==> config.mk <==
export PLATFORM = sky130hd
export DESIGN_NAME = syn_fgyrus_fft_cache_hst_agent
export DESIGN_NICKNAME = d
export VERILOG_FILES = /design/src/rtl/syn_fft_pkg.sv /design/src/rtl/syn_fgyrus_hst_skid_fifo.sv /design/src/rtl/syn_fgyrus_fft_cache_hst_agent.sv
export SDC_FILE = /design/constraint.sdc
export NUM_CORES = 1
export LEC_CHECK = 0
export BUFFER_PORTS_ARGS = -buffer_cell sky130_fd_sc_hd__buf_2
export CAP_MARGIN = 20
export CORE_MARGIN = 4
export CORE_UTILIZATION = 46
export CTS_BUF_LIST = sky130_fd_sc_hd__clkbuf_4
export DETAILED_ROUTE_END_ITERATION = 12
export GPL_TIMING_DRIVEN = 0
export MAX_ROUTING_LAYER = met4
export PLACE_DENSITY = 0.67
export SYNTH_ARGS = -nofsm -noshare
export SYNTH_HDL_FRONTEND = slang
export SYNTH_SLANG_ARGS = --single-unit
==> constraint.sdc <==
create_clock -name clk_ir -period 3.6 [get_ports clk_ir]
set_clock_uncertainty 0.05 [all_clocks]
set_input_delay 0.72 -clock clk_ir [delete_from_list [all_inputs] [get_ports clk_ir]]
set_output_delay 0.72 -clock clk_ir [all_outputs]
set_load 0.005 [all_outputs]
==> src/rtl/syn_fft_pkg.sv <==
// Shared definitions for the fusiform gyrus FFT ping-pong cache and its host agent.
package syn_fft_pkg;
  localparam int C_ADDR_W      = 8;
  localparam int C_NUM_SAMPLES = 1 << C_ADDR_W;

  typedef enum logic [1:0] {ST_INIT, ST_FILL, ST_READY, ST_DRAIN} fft_hst_agent_st_t;
endpackage

==> src/rtl/syn_fgyrus_hst_skid_fifo.sv <==
// Small synchronous skid FIFO; occupancy is exported so the reader can meter its requests.
module syn_fgyrus_hst_skid_fifo #(
  parameter  int P_W     = 33,
  parameter  int P_DEPTH = 4,
  localparam int CW      = $clog2(P_DEPTH + 1),
  localparam int PW      = (P_DEPTH > 1) ? $clog2(P_DEPTH) : 1
) (
  input  logic           clk,
  input  logic           rst,
  input  logic           push,
  input  logic [P_W-1:0] push_data,
  input  logic           pop,
  output logic [P_W-1:0] head,
  output logic           empty,
  output logic [CW-1:0]  count
);
  logic [P_W-1:0] mem [P_DEPTH];
  logic [PW-1:0]  wr_ptr, rd_ptr;
  logic           full, do_push, do_pop;

  assign empty   = (count == '0);
  assign full    = (count == CW'(P_DEPTH));
  assign do_push = push && !full;
  assign do_pop  = pop && !empty;
  assign head    = mem[rd_ptr];

  always_ff @(posedge clk or posedge rst) begin
    if (rst) begin
      wr_ptr <= '0;
      rd_ptr <= '0;
      count  <= '0;
    end else begin
      if (do_push) wr_ptr <= (wr_ptr == PW'(P_DEPTH - 1)) ? '0 : wr_ptr + PW'(1);
      if (do_pop)  rd_ptr <= (rd_ptr == PW'(P_DEPTH - 1)) ? '0 : rd_ptr + PW'(1);
      if (do_push && !do_pop)      count <= count + CW'(1);
      else if (!do_push && do_pop) count <= count - CW'(1);
    end
  end

  // Storage needs no reset: nothing is visible until count says so.
  always_ff @(posedge clk) begin
    if (do_push) mem[wr_ptr] <= push_data;
  end
endmodule

==> src/rtl/syn_fgyrus_fft_cache_hst_agent.sv <==
// Host-port master for the FFT ping-pong cache: drains each finished frame as a
// flow-controlled result stream, then refills the buffer with the next PCM frame.
module syn_fgyrus_fft_cache_hst_agent
  import syn_fft_pkg::*;
#(
  parameter int P_DATA_W     = 32,
  parameter int P_ADDR_W     = C_ADDR_W,
  parameter int P_NUM_SAMPLES = C_NUM_SAMPLES,
  parameter int P_RD_DELAY   = 2,
  parameter int P_FIFO_DEPTH = 4
) (
  input  logic                clk_ir,
  input  logic                rst_ir,
  input  logic                fft_done_i,
  output logic [P_ADDR_W-1:0] hst_addr_o,
  output logic                hst_rd_en_o,
  output logic                hst_wr_en_o,
  output logic [P_DATA_W-1:0] hst_wr_data_o,
  input  logic [P_DATA_W-1:0] hst_rd_data_i,
  input  logic                hst_rd_valid_i,
  input  logic                pcm_valid_i,
  input  logic [P_DATA_W-1:0] pcm_data_i,
  output logic                pcm_ready_o,
  output logic                res_valid_o,
  output logic [P_DATA_W-1:0] res_data_o,
  output logic                res_last_o,
  input  logic                res_ready_i,
  output logic                fill_done_o,
  output logic                sync_err_o
);
  localparam int CNT_W = P_ADDR_W + 1;
  localparam int FCW   = $clog2(P_FIFO_DEPTH + 1);
  localparam int OCW   = $clog2(P_FIFO_DEPTH + P_RD_DELAY + 1);
  localparam logic [CNT_W-1:0] LAST = CNT_W'(P_NUM_SAMPLES - 1);

  fft_hst_agent_st_t state;
  logic [CNT_W-1:0]  fill_cnt, rd_cnt, ret_cnt;
  logic [OCW-1:0]    out_cnt;

  logic              fifo_push, fifo_pop, fifo_empty, credit, pcm_hs, rd_match;
  logic [P_DATA_W:0] fifo_head;
  logic [FCW-1:0]    fifo_cnt;
  logic [31:0]       in_flight;

  // Returns with nothing outstanding are stray and never enter the FIFO.
  assign rd_match  = hst_rd_valid_i && (out_cnt != '0);
  assign fifo_push = rd_match;
  assign fifo_pop  = res_valid_o && res_ready_i;
  assign pcm_hs    = (state == ST_FILL) && pcm_ready_o && pcm_valid_i;

  syn_fgyrus_hst_skid_fifo #(.P_W(P_DATA_W + 1), .P_DEPTH(P_FIFO_DEPTH)) u_fifo (
    .clk       (clk_ir),
    .rst       (rst_ir),
    .push      (fifo_push),
    .push_data ({ret_cnt == LAST, hst_rd_data_i}),
    .pop       (fifo_pop),
    .head      (fifo_head),
    .empty     (fifo_empty),
    .count     (fifo_cnt)
  );

  assign res_valid_o = !fifo_empty;
  assign res_data_o  = fifo_empty ? '0 : fifo_head[P_DATA_W-1:0];
  assign res_last_o  = !fifo_empty && fifo_head[P_DATA_W];

  // Every read already in flight, including the one on the port now, owns a FIFO slot.
  always_comb begin
    in_flight = 32'(out_cnt) + 32'(hst_rd_en_o) + 32'(fifo_cnt) - 32'(fifo_pop);
    credit    = in_flight < 32'(P_FIFO_DEPTH);
  end

  always_ff @(posedge clk_ir or posedge rst_ir) begin
    if (rst_ir) begin
      state         <= ST_INIT;
      fill_cnt      <= '0;
      rd_cnt        <= '0;
      ret_cnt       <= '0;
      out_cnt       <= '0;
      hst_addr_o    <= '0;
      hst_rd_en_o   <= 1'b0;
      hst_wr_en_o   <= 1'b0;
      hst_wr_data_o <= '0;
      pcm_ready_o   <= 1'b0;
      fill_done_o   <= 1'b0;
      sync_err_o    <= 1'b0;
    end else begin
      hst_wr_en_o <= 1'b0;
      hst_rd_en_o <= 1'b0;
      fill_done_o <= 1'b0;
      if (fft_done_i && state != ST_READY) sync_err_o <= 1'b1;
      if (hst_rd_valid_i && out_cnt == '0) sync_err_o <= 1'b1;
      if (hst_rd_en_o && !rd_match)      out_cnt <= out_cnt + OCW'(1);
      else if (!hst_rd_en_o && rd_match) out_cnt <= out_cnt - OCW'(1);
      if (fifo_push) ret_cnt <= ret_cnt + CNT_W'(1);

      case (state)
        ST_INIT: begin
          state    <= ST_FILL;
          fill_cnt <= '0;
        end
        ST_FILL: begin
          pcm_ready_o <= !(pcm_hs && fill_cnt == LAST);
          if (pcm_hs) begin
            hst_wr_en_o   <= 1'b1;
            hst_addr_o    <= fill_cnt[P_ADDR_W-1:0];
            hst_wr_data_o <= pcm_data_i;
            fill_cnt      <= fill_cnt + CNT_W'(1);
            if (fill_cnt == LAST) begin
              fill_done_o <= 1'b1;
              state       <= ST_READY;
            end
          end
        end
        ST_READY: begin
          // The first read leaves on the swap edge itself, so addr 0 is on the port in cycle 1.
          if (fft_done_i) begin
            state       <= ST_DRAIN;
            hst_rd_en_o <= 1'b1;
            hst_addr_o  <= '0;
            rd_cnt      <= CNT_W'(1);
            ret_cnt     <= '0;
          end
        end
        ST_DRAIN: begin
          if (rd_cnt <= LAST && credit) begin
            hst_rd_en_o <= 1'b1;
            hst_addr_o  <= rd_cnt[P_ADDR_W-1:0];
            rd_cnt      <= rd_cnt + CNT_W'(1);
          end
          if (fifo_pop && res_last_o) begin
            state    <= ST_FILL;
            fill_cnt <= '0;
            rd_cnt   <= '0;
          end
        end
        default: state <= ST_INIT;
      endcase
    end
  end
endmodule

==> results.py, run 1 <==
metrics = {
    "yosys": {
        "synth_top_area_frac": 0.4339,
        "synthAdderAreaFrac": 0.03726,
        "yosysMostFrequentCell": "edfxtp_1",
        "muxShareOfSynthArea": 0.09985,
        "synthTopCellsByArea": "edfxtp_1 (43%), dfrtp_1 (23%), mux4_2 (8.1%)",
        "synth_top_family_by_area": "simple AND/OR/NAND/NOR gates",
        "yosysSeqAreaShare": 0.6640,
        "syn_area_um2": 9135,
        "synth.avg_cell_area_um2": 14.23,
        "syn_inst": 642,
        "ys_seq_elements": 216,
        "synthSimpleGateAreaFrac": 0.1224,
        "yosys.area.top_type": "edfxtp_1",
        "synth-main-ff-cell": "edfxtp_1",
        "synth_common_cells": "edfxtp_1 (132), nand2_1 (120), dfrtp_1 (84)",
        "ys_warn_count": 0,
        "syn-num-nets": 738,
        "synthXorXnorAreaFrac": 0.01342,
        "async_flop_share": 0.3889,
        "ys_types": 51,
        "synth_edf_count": 132,
        "synth_compound_area_frac": 0.03986,
    },
    "final_layout": {
        "drive_gt1_frac": 0.3433,
        "areaGrowthSynthToFinish_pct": 21.68,
        "final_nets": 950,
    },
    "cts": {
        "clk_path_buf_depth": 3,
        "cts.sinks": 216,
        "insertion_delay_ns": 0.66,
        "cts-root-buf": "clkbuf_4",
        "htree_levels": 2,
        "cts_tree": "yes",
        "path_clk_slew_ns": 0.06,
        "numCtsBuffers": 55,
    },
    "grt": {
        "grt_overflow": 0,
        "grt_pass1_vias": 6392,
        "grt_max_degree": 65,
        "antenna_found_initial": 3,
        "grt_pass1_wl_um": 31350,
        "grt_use_total": 0.1808,
    },
    "timing": {
        "fmaxAchievable_mhz": 303.7,
        "tightest_slew_ns": 0.7091,
        "rsz0062_at_grt": "false",
        "setup_viol": 0,
        "drv_slew": 0,
        "fin_crit_ns": 3.292,
        "hold_violations": 0,
        "hold_ws_ns": 0.2050,
        "period_share": 0.9145,
        "slew_headroom": 0.5244,
        "tns_ns": 0,
    },
    "placed_design": {
        "portBuffers": 148,
        "place_congestion": 0.8219,
        "place_hpwl_um": 12850,
    },
    "critical_path": {
        "r2r_end": "hst_addr_o[4]",
        "cp-end-kind": "register",
        "crit_type": "register to register",
        "r2r_slack_ns": 0.31,
        "cp_max_fo": 8,
        "reg2reg_depth": 13,
        "critPathLaunchType": "register",
        "critPathRequiredTime_ns": 4.08,
        "worstReg2RegStart": "u_fifo.count[0]",
        "arrival_ns": 3.78,
    },
    "status": {
        "status": "finished, final reports clean",
    },
    "floorplanning": {
        "die_x_um": 148.9,
        "dieArea_um2": 22180,
        "core_um2": 19530,
        "rows": 51,
        "pin_count": 149,
        "start_util": 0.4678,
        "die_y_um": 148.9,
    },
    "route": {
        "drt_iter0_markers": 259,
        "drc": 0,
        "routed_via_density": 5.039,
        "wl_per_cell_um": 16.18,
        "routed_wl_um": 18910,
        "vias": 5891,
        "ant_nets": 0,
        "dr.pass1.iters": 4,
    },
    "worst_hold_path": {
        "holdPathStages": 3,
        "hp-start": "pcm_data_i[14]",
        "min_path_type": "input port to register",
        "holdPathEnd": "hst_wr_data_o[14]",
    },
    "power": {
        "switching_share": 0.3045,
        "power_density_nw_per_um2": 719.6,
        "p_leak_nw": 4.756,
        "p_sw_mw": 2.436,
        "power.clock.fraction": 0.270,
        "ir_drop_uv": 317.4,
        "seqPwrFrac": 0.420,
        "comb_power_share": 0.309,
        "power_mw": 7.999,
        "internal_power_mw": 5.563,
    },
    "flow_run": {
        "maxCapViolCount": 0,
    },
}
==> worst max-delay path: stages (launching register included) <==
cell	delay [ns]
dfrtp_1	0.44
nor2_1	0.19
nand2_2	0.18
nand2_1	0.22
inv_1	0.13
ha_1	0.29
inv_1	0.04
ha_1	0.26
a21o_1	0.16
a21oi_2	0.19
mux2i_4	0.13
a2111oi_4	0.30
buf_4	0.23
mux2_2	0.35
==> worst max-delay path by stage <==
stage | endpoint | slack, ns | startpoint
after global placement | hst_addr_o[3] | -0.21 | rst_ir
after floorplan | hst_addr_o[0] | 0.57 | res_ready_i
after CTS | hst_addr_o[4] | 0.06 | u_fifo.count[0]
final | hst_addr_o[4] | 0.31 | u_fifo.count[0]
after global routing | hst_addr_o[2] | 0.08 | u_fifo.count[0]
after detailed placement | hst_addr_o[4] | 0.08 | u_fifo.count[0]
==> area by class of cell <==
| type | instances | area (µm²) |
|---|---|---|
| fillers | 1657 | 8411 |
| flip-flops and latches | 216 | 6066 |
| multi-input cells | 374 | 2872 |
| repair buffers | 155 | 865.8 |
| clock buffers | 83 | 623.1 |
| well taps | 265 | 331.6 |
| clock inverters | 20 | 132.6 |
| inverters | 29 | 111.4 |
| plain buffers | 23 | 103.9 |
| diodes | 4 | 10.01 |
==> cell families (layout without fill, tap and decap cells) <==
| logic type | after synthesis | count (layout) |
|---|---|---|
| simple gates | 236 | 236 |
| flops | 216 | 216 |
| buf+inv | 52 | 310 |
| compound gates | 50 | 50 |
| mux | 48 | 48 |
| fa+ha+maj | 26 | 26 |
| xor+xnor | 14 | 14 |
| other cells | 0 | 4 |
==> per-stage QoR <==
stage	setup slack [ns]	cell area [µm²]	std cells	util
2_1_floorplan	0.5691	9135	642	-
3_3_place_gp	-0.2095	10210	1055	0.5227
3_5_place_dp	0.07699	10320	1060	0.5286
4_1_cts	0.06132	11090	1164	0.5679
5_1_grt	0.08240	11110	1168	0.5691
6_report	0.3078	11120	1169	0.5693
==> layout by cell type, fill, tap and decap left out, types with 3 or more instances in the layout <==
cell,count
clkinv_1,17
and3_1,7
clkbuf_1,12
mux4_2,33
clkbuf_4,83
o31ai_1,6
ha_1,24
nor2_1,21
and2_1,39
nor3_1,6
xor2_1,7
inv_1,27
a21o_1,4
mux2_2,12
dfrtp_1,84
o21ai_0,13
a22o_1,4
buf_12,4
a21oi_1,9
and2_2,4
nand3_1,17
diode_2,4
or4_1,8
buf_2,155
nand2_1,120
nand4_1,3
xnor2_1,7
edfxtp_1,132
==> registers in the layout, indices dropped and copies added (netlist names), 2 cells and up <==
name and count:
hst_addr_o 8, ret_cnt 9, out_cnt 3, state 2
hst_wr_data_o 32, u_fifo.wr_ptr 2, fill_cnt 9, u_fifo.rd_ptr 2
rd_cnt 9, u_fifo.mem 132, u_fifo.count 3
==> power groups by stage <==
stage	clock (mW)	combinational [mW]	sequential (mW)
global placement	0	2.34	3.40
floorplan	0	1.60	3.37
CTS	2.25	2.50	3.37
detailed placement	0	2.48	3.41
finish	2.16	2.47	3.36
global route	2.38	2.76	3.42
==> layer usage <==
metal	global-route usage	wire length [µm]	up-vias
met5	-	0	-
met4	0.06499	328	0
met3	0.04163	1389	28
met2	0.2885	9234	223
met1	0.2295	7957	2856
li1	-	-	2784
==> timing repair <==
action / 4_1_cts / 5_1_grt
setup buffers: 0 / 1
hold buffers: 1 / 0
endpoints found under the setup margin: 0 / 12
hold endpoints to repair: 20 / 0
resized for setup: 0 / 3
Note: power is estimated with default switching activity, not from simulation.
==> inputs of run 2 (changes only) <==
--- a/config.mk
+++ b/config.mk
@@ -10,6 +10,7 @@
 export CORE_MARGIN = 4
 export CORE_UTILIZATION = 46
 export CTS_BUF_LIST = sky130_fd_sc_hd__clkbuf_4
+export CTS_CLUSTER_SIZE = 40
 export DETAILED_ROUTE_END_ITERATION = 12
 export GPL_TIMING_DRIVEN = 0
 export MAX_ROUTING_LAYER = met4
==> constraint.sdc (replaced) <==
create_clock -name clk_ir -period 4.2 [get_ports clk_ir]
set_clock_uncertainty 0.05 [all_clocks]
set_input_delay 0.84 -clock clk_ir [delete_from_list [all_inputs] [get_ports clk_ir]]
set_output_delay 0.84 -clock clk_ir [all_outputs]
set_load 0.005 [all_outputs]
==> results.py, run 2 (synthesis results as in run 1) <==
metrics = {
    "cts": {
        "htree_levels": 2,
        "numCtsBuffers": 55,
        "cts_tree": "yes",
        "cts-root-buf": "clkbuf_4",
        "path_clk_slew_ns": 0.07,
        "post_cts_buffers": 0,
        "cts.sinks": 216,
        "cts_resized": 0,
        "clk_path_buf_depth": 3,
        "postCtsHoldBufs": 0,
        "insertion_delay_ns": 0.66,
    },
    "final_layout": {
        "final_cell_mix": "buf_2 (155), edfxtp_1 (132), nand2_1 (120), dfrtp_1 (84), clkbuf_4 (81)",
        "reg.largest.list": "u_fifo.mem: 132 flops, hst_wr_data_o: 32 flops",
        "areaGrowthSynthToFinish_pct": 21.23,
        "multiInputGateArea_um2": 2863,
        "final_nets": 948,
        "largest_reg_flops": 132,
        "seqCellArea_um2": 6066,
        "nFillCells": 1667,
        "drive_gt1_frac": 0.3400,
        "largest-register": "u_fifo.mem",
        "layout_commonest_cell": "buf_2",
    },
    "grt": {
        "grt_use_total": 0.1783,
        "grt_overflow": 0,
        "grt_max_degree": 65,
        "grt_pass1_wl_um": 31040,
        "antenna_found_initial": 2,
        "grt_pass1_vias": 6326,
    },
    "route": {
        "wl_per_cell_um": 16.04,
        "routed_via_density": 5.043,
        "routed_wl_um": 18690,
        "drt_iter0_markers": 306,
        "ant_nets": 0,
        "vias": 5875,
        "drc": 0,
        "dr.pass1.iters": 5,
    },
    "critical_path": {
        "arrival_ns": 4.02,
        "r2r_slack_ns": 0.67,
        "critPathRequiredTime_ns": 4.69,
        "cp_max_fo": 8,
        "cp-end-kind": "register",
        "critPathLaunchType": "register",
        "crit_type": "register to register",
    },
    "placed_design": {
        "portBuffers": 148,
        "place_congestion": 0.8219,
        "place_hpwl_um": 12850,
    },
    "power": {
        "p_leak_nw": 4.736,
        "power_density_nw_per_um2": 613.9,
        "ir_drop_uv": 218.0,
        "power_mw": 6.799,
    },
    "timing": {
        "tns_ns": 0,
        "hold_violations": 0,
        "period_share": 0.8405,
        "rsz0062_at_grt": "false",
        "fin_crit_ns": 3.530,
        "setup_viol": 0,
        "fmaxAchievable_mhz": 283.3,
        "hold_ws_ns": 0.1149,
        "slew_headroom": 0.5165,
        "tightest_slew_ns": 0.7209,
        "drv_slew": 0,
    },
    "floorplanning": {
        "die_y_um": 148.9,
        "dieArea_um2": 22180,
        "core_um2": 19530,
        "start_util": 0.4678,
        "die_x_um": 148.9,
        "pin_count": 149,
        "rows": 51,
    },
    "status": {
        "status": "finished, final reports clean",
    },
    "flow_run": {
        "maxCapViolCount": 0,
    },
    "worst_hold_path": {
        "min_path_type": "input port to asynchronous set/reset pin",
    },
}
[run 2: cell count changes in the layout (fill, tap and decap cells not counted), sizes merged]
cell / change
buf: -1
clkbuf: -2
clkinv: +1
diode: -1
dlygate4sd3: -1
[run 2: area by class of cell]
| class | count | area share |
|---|---|---|
| tap | 265 | 0.02994 |
| sequential | 216 | 0.5477 |
| inverter | 29 | 0.01006 |
| clock buffer | 81 | 0.05491 |
| multi-input combinational | 374 | 0.2585 |
| timing repair buffer | 153 | 0.07660 |
| clock inverter | 21 | 0.01231 |
| buffer | 23 | 0.009264 |
| antenna | 3 | 0.0006779 |
[run 2: path summary, 6_finish.rpt]
kind,start,depth (start not counted),end
worst max-delay path,u_fifo.count[0],12,hst_addr_o[4]
worst min-delay path,rst_ir,2,hst_wr_data_o[1]
worst max register to register,u_fifo.count[0],12,hst_addr_o[4]
worst min register to register,hst_wr_data_o[5],2,hst_wr_data_o[5]
max in group asynchronous,rst_ir,3,ret_cnt[5]
min in group clk_ir,pcm_data_i[14],3,hst_wr_data_o[14]
[run 2: metal layers]
layer / global-route usage / wire length [µm] / vias to the layer above / part of all wire
met5: - / 0 / - / 0
met4: 0.04989 / 325 / 0 / 0.017
met1: 0.2287 / 7943 / 2847 / 0.43
li1: - / - / 2775 / -
met3: 0.04588 / 1405 / 30 / 0.075
met2: 0.2851 / 9011 / 223 / 0.48
[run 2: power by group]
part / total (mW) / internal (mW) / switching (mW)
logic: 2.09 / 1.03 / 1.06
registers: 2.88 / 2.69 / 0.190
clock network: 1.83 / 1.01 / 0.818
[run 2: per-stage QoR]
step / instance area (µm²) / instances / util / setup WS (ns)
floorplan: 9135 / 642 / - / 1.049
global placement: 10210 / 1055 / 0.5227 / 0.2705
detailed placement: 10320 / 1060 / 0.5286 / 0.6014
CTS: 11070 / 1162 / 0.5668 / 0.6582
global route: 11070 / 1164 / 0.5670 / 0.4612
finish: 11070 / 1165 / 0.5672 / 0.6700
[run 2: critical path: stages, from the launching register on]
cell and delay (ns):
dfrtp_1 0.44, nor2_1 0.19, nand2_2 0.18, nand2_1 0.21, inv_1 0.13, ha_1 0.29, inv_1 0.04, ha_1 0.27
a21o_1 0.17, a21oi_2 0.17, mux2i_2 0.16, a2111oi_4 0.72, mux2_2 0.41
